===== src/rtl/clk_freq_mon.sv =====
// Counts rising edges of an asynchronous clk_in over a fixed window of sys_clk cycles.
// Optional macro CLK_FREQ_MON_CONT_EN re-arms after every result for continuous monitoring.
`timescale 1ns/1ps
module clk_freq_mon #(
    parameter int unsigned GATE_CYCLES = 1000,
    parameter int unsigned CNT_W       = 16,
    parameter int unsigned GATE_W      = 16
) (
    input  logic             sys_clk,
    input  logic             sys_rst_n,
    input  logic             clk_in,
    input  logic             start,
    input  logic [CNT_W-1:0] exp_min,
    input  logic [CNT_W-1:0] exp_max,
    output logic             busy,
    output logic             done,
    output logic [CNT_W-1:0] edge_cnt,
    output logic             freq_ok,
    output logic             stuck,
    output logic             sat
);

    typedef enum logic [1:0] {
        StIdle,
        StArm,
        StMeasure,
        StDone
    } state_e;

    localparam logic [CNT_W-1:0]  CntMax   = '1;
    localparam logic [GATE_W-1:0] GateLast = GATE_W'(GATE_CYCLES - 1);

    state_e            state_q, state_d;
    logic [2:0]        sync_q;
    logic [GATE_W-1:0] gate_q;
    logic [CNT_W-1:0]  cnt_q;
    logic [CNT_W-1:0]  cnt_inc;
    logic              sat_w_q;
    logic              rise;
    logic              gate_last;

    logic              busy_q;
    logic              done_q;
    logic [CNT_W-1:0]  edge_cnt_q;
    logic              freq_ok_q;
    logic              stuck_q;
    logic              sat_q;

    // sync_q[1] is the synchronized level, sync_q[2] its one-cycle delayed copy
    assign rise      = sync_q[1] & ~sync_q[2];
    assign gate_last = (gate_q == GateLast);
    assign cnt_inc   = cnt_q + CNT_W'(1);

    always_ff @(posedge sys_clk or negedge sys_rst_n) begin
        if (!sys_rst_n) begin
            state_q <= StIdle;
        end else begin
            state_q <= state_d;
        end
    end

    always_comb begin
        state_d = state_q;
        case (state_q)
            StIdle:    if (start) state_d = StArm;
            StArm:     state_d = StMeasure;
            StMeasure: if (gate_last) state_d = StDone;
`ifdef CLK_FREQ_MON_CONT_EN
            StDone:    state_d = StArm;
`else
            StDone:    state_d = StIdle;
`endif
            default:   state_d = StIdle;
        endcase
    end

    always_ff @(posedge sys_clk or negedge sys_rst_n) begin
        if (!sys_rst_n) begin
            sync_q     <= '0;
            gate_q     <= '0;
            cnt_q      <= '0;
            sat_w_q    <= 1'b0;
            busy_q     <= 1'b0;
            done_q     <= 1'b0;
            edge_cnt_q <= '0;
            freq_ok_q  <= 1'b0;
            stuck_q    <= 1'b0;
            sat_q      <= 1'b0;
        end else begin
            sync_q <= {sync_q[1:0], clk_in};
            // Registered from next state so busy tracks the FSM exactly
            busy_q <= (state_d != StIdle);
            done_q <= (state_q == StDone);
            case (state_q)
                StArm: begin
                    gate_q  <= '0;
                    cnt_q   <= '0;
                    sat_w_q <= 1'b0;
                end
                StMeasure: begin
                    gate_q <= gate_q + GATE_W'(1);
                    if (rise && (cnt_q != CntMax)) begin
                        cnt_q <= cnt_inc;
                        if (cnt_inc == CntMax) sat_w_q <= 1'b1;
                    end
                end
                StDone: begin
                    edge_cnt_q <= cnt_q;
                    sat_q      <= sat_w_q;
                    stuck_q    <= (cnt_q == '0);
                    freq_ok_q  <= !sat_w_q && (cnt_q >= exp_min) && (cnt_q <= exp_max);
                end
                default: ;
            endcase
        end
    end

    assign busy     = busy_q;
    assign done     = done_q;
    assign edge_cnt = edge_cnt_q;
    assign freq_ok  = freq_ok_q;
    assign stuck    = stuck_q;
    assign sat      = sat_q;

endmodule


===== config.mk =====
export PLATFORM = sky130hd
export DESIGN_NAME = clk_freq_mon
export DESIGN_NICKNAME = d
export VERILOG_FILES = /design/src/rtl/clk_freq_mon.sv
export SDC_FILE = /design/constraint.sdc
export NUM_CORES = 1
export LEC_CHECK = 0
export CORE_MARGIN = 8
export CORE_UTILIZATION = 67
export CTS_BUF_LIST = sky130_fd_sc_hd__clkbuf_4 sky130_fd_sc_hd__clkbuf_8
export DETAILED_ROUTE_END_ITERATION = 6
export DONT_BUFFER_PORTS = 1
export GPL_TIMING_DRIVEN = 0
export PLACE_DENSITY = 0.94
export SYNTH_ARGS = -nofsm -noshare
export SYNTH_HDL_FRONTEND = slang
export SYNTH_SLANG_ARGS = --single-unit
export TNS_END_PERCENT = 5

===== constraint.sdc =====
create_clock -name sys_clk -period 5.28 [get_ports sys_clk]
set_input_delay 0.528 -clock sys_clk [delete_from_list [all_inputs] [get_ports sys_clk]]
set_output_delay 0.528 -clock sys_clk [all_outputs]
set_load 0.02 [all_outputs]

==> impl_metrics.env <==
export IMPL_rsz0062_at_grt="false"
export IMPL_p_comb_share_pct=27.0
export IMPL_power_share_switching_pct=35.9
export IMPL_final_period_minus_worst_setup_slack_ps=2500
export IMPL_area_leader_netlist="sky130_fd_sc_hd__dfrtp_1"
export IMPL_post_route_cell_area_sq_um=4050
export IMPL_slew_headroom_pct=51.4
export IMPL_fmaxAchievable_ghz=0.400
export IMPL_worst_ir_drop_vdd_v=0.000255
export IMPL_ctsRootBufferMaster="sky130_fd_sc_hd__clkbuf_8"
export IMPL_startpoint_to_endpoint_class_of_the_critical_path="reg -> reg"
export IMPL_post_synth_edffs=0
export IMPL_async_flop_share_pct=100
export IMPL_final_layout_size_suffix_gt1_share_pct=13.3
export IMPL_half_perimeter_wire_length_after_placement_microns=6400
export IMPL_final_core_util_pct=74.4
export IMPL_die_area_sq_um=8210
export IMPL_maximum_clock_insertion_buffer_count=2
export IMPL_tightest_slew_ps=723
export IMPL_hold_violations=0
export IMPL_totalWireLength_microns=8860
export IMPL_numPlacedInstances=460
export IMPL_max_cap_viol_count=0
export IMPL_synth_top_cells_by_count="sky130_fd_sc_hd__dfrtp_1, sky130_fd_sc_hd__inv_1, sky130_fd_sc_hd__ha_1"
export IMPL_yosysWarnings=0
export IMPL_ys_seq_area_share_pct=39.6
export IMPL_clock_skew_final_ps=8.67
export IMPL_first_iter_violations=456
export IMPL_post_cts_repair_setup_buffers=0
export IMPL_required_ps=5490
export IMPL_largest_net_degree_at_the_start_of_global_routing=60
export IMPL_intPower_mw=0.848
export IMPL_chipHeight_microns=90.6
export IMPL_num_nets_final=475
export IMPL_yosys_most_used_dff="sky130_fd_sc_hd__dfrtp_1"
export IMPL_grt_first_pass_wirelength_microns=15000
export IMPL_synthTopCellsByArea="sky130_fd_sc_hd__dfrtp_1, sky130_fd_sc_hd__ha_1, sky130_fd_sc_hd__mux2_2"
export IMPL_cts_tree="done"
export IMPL_drc=0
export IMPL_syn2layout_area_growth_pct=8.56
export IMPL_diodes=0
export IMPL_synth_area_sq_um=3730
export IMPL_power_per_cell_area_nw_per_um2=327
export IMPL_clkLatencyLatePin_ps=350
export IMPL_syn_instance_count=388
export IMPL_cts_htree_levels=3
export IMPL_yosys_cell_types_count=58
export IMPL_synthMostInstantiatedCell="sky130_fd_sc_hd__dfrtp_1"
export IMPL_setup_total_negative_slack_ps=0
export IMPL_via_count=3071
export IMPL_switching_power_mw=0.475
export IMPL_cts_sinks=59
export IMPL_post_syn_nets=463
export IMPL_grt_antenna_before_repair=0
export IMPL_placement_rows=27
export IMPL_startpoint_type="flop"
export IMPL_cts_resized_gates=0
export IMPL_syn_avg_cell_area_sq_um=9.61
export IMPL_hold_buffers=1
export IMPL_synth_ff_latch_count=59
export IMPL_placed_cell_area_sq_um=3820
export IMPL_power_static_leakage_nw=1.97
export IMPL_synth_top_cell_area_share_pct=39.6
export IMPL_globalRouteOverflowTotal=0
export IMPL_grt_pass1_vias=3131
export IMPL_clkPwrFrac_pct=31.4
export IMPL_status="complete, no violations"
export IMPL_gr_util_all_layers_pct=22.6
export IMPL_core_sq_um=5440
export IMPL_worst_endpoint_arrival_ps=2710
export IMPL_setup_worst_path_end_class="flop"
export IMPL_die_w_microns=90.6
export IMPL_post_layout_nonfiller_instances=477
export IMPL_worstPathMaxFanout=10
export IMPL_class_of_the_tightest_hold_or_removal_check="in -> async"
export IMPL_routed_wire_length_per_instance_microns=18.6
export IMPL_design_portCount=57
export IMPL_cts_inserted_buffers=9
export IMPL_avgViaCountPerCell=6.44
export IMPL_hold_worst_slack_ps=49.1
export IMPL_power_share_sequential_pct=41.6
export IMPL_report_final_setup_viol=0
export IMPL_clkTransAtPathRegs_ps=70
export IMPL_io_buffers=0
export IMPL_start_util_pct=68.5
export IMPL_first_pass_iters=5
export IMPL_gp_routability_congestion=0.916
export IMPL_final_period_utilization_pct=47.4
export IMPL_route_antenna_remaining_nets=0
export IMPL_drv_slew=0
==> stage by stage <==
stage          setup slack [ps]  power (mW)
6_report                   2780        1.32
5_1_grt                    2600        1.39
4_1_cts                    2850        1.33
3_5_place_dp               2870       0.894
3_3_place_gp               2940       0.876
2_1_floorplan              3240       0.805
==> power by group through the flow <==
stage          clock network, mW  logic [mW]  registers (mW)
2_1_floorplan                  0       0.257           0.548
3_3_place_gp                   0       0.319           0.557
3_5_place_dp                   0       0.334           0.560
4_1_cts                    0.420       0.355           0.551
5_1_grt                    0.444       0.393           0.556
6_report                   0.415       0.357           0.551
==> worst paths after layout <==
kind,slack [ps],from,endpoint,depth (start not counted)
setup / recovery,2780,cnt_q[1],cnt_q[15],8
hold / removal,50,sys_rst_n,edge_cnt[11],1
setup reg to reg,2780,cnt_q[1],cnt_q[15],8
hold reg to reg,350,sync_q[0],sync_q[1],0
max in group asynchronous,4990,sys_rst_n,cnt_q[5],1
min in group sys_clk,210,clk_in,sync_q[0],0
==> worst max-delay path, cell delays in order (launching register included) <==
cell,delay (ps)
sky130_fd_sc_hd__dfrtp_1,520
sky130_fd_sc_hd__ha_1,320
sky130_fd_sc_hd__nand3_1,210
sky130_fd_sc_hd__nor3_2,470
sky130_fd_sc_hd__a31o_2,350
sky130_fd_sc_hd__buf_4,220
sky130_fd_sc_hd__a21oi_1,60
sky130_fd_sc_hd__o21ai_1,150
sky130_fd_sc_hd__o41ai_1,80
==> layout make-up <==
cell class	instances	area, sq um
plain buffers	16	87.6
clock buffers	10	138
clock inverters	6	63.8
fillers	366	1390
inverters	41	154
multi-input cells	272	2010
flip-flops and latches	59	1480
well taps	72	90.1
repair buffers	1	27.5
==> cells by family (layout without fill, tap and decap cells) <==
kind of cell,count (synthesis),after routing,synth area share [%]
AND/OR/NAND/NOR,120,120,18.3
buffers and inverters,57,74,6.48
flip-flops,59,59,39.6
XOR/XNOR,13,13,3.05
adder cells (fa/ha/maj),39,39,13.1
AO/OA/AOI/OAI,82,82,14.1
multiplexers,18,18,5.40
==> state kept, by name, summed over array words and instances, names as in the netlist, 2 cells and up <==
signal,count
sync_q,3
gate_q,16
cnt_q,16
edge_cnt,16
state_q,2
==> cell usage in the layout (no fill, tap or decap), types with 8 or more instances in the layout <==
cell	instances
sky130_fd_sc_hd__nor2_1	21
sky130_fd_sc_hd__inv_1	41
sky130_fd_sc_hd__clkbuf_8	10
sky130_fd_sc_hd__o21ai_0	11
sky130_fd_sc_hd__o21ai_1	16
sky130_fd_sc_hd__a21oi_1	20
sky130_fd_sc_hd__nand3_1	17
sky130_fd_sc_hd__nand4_1	12
sky130_fd_sc_hd__nand2_1	26
sky130_fd_sc_hd__dfrtp_1	59
sky130_fd_sc_hd__ha_1	39
sky130_fd_sc_hd__mux2_2	17
sky130_fd_sc_hd__o31ai_1	12
sky130_fd_sc_hd__nor2b_1	8
sky130_fd_sc_hd__xor2_1	9
==> metal layers <==
layer | part of all wire (%) | vias up | track usage [%]
li1 | - | 1413 | -
met1 | 40 | 1460 | 27.1
met2 | 48 | 161 | 35.3
met3 | 9.2 | 37 | 7.40
met4 | 3.1 | 0 | 11.4
met5 | 0 | - | 0
Power figures use the tool's default switching activity.
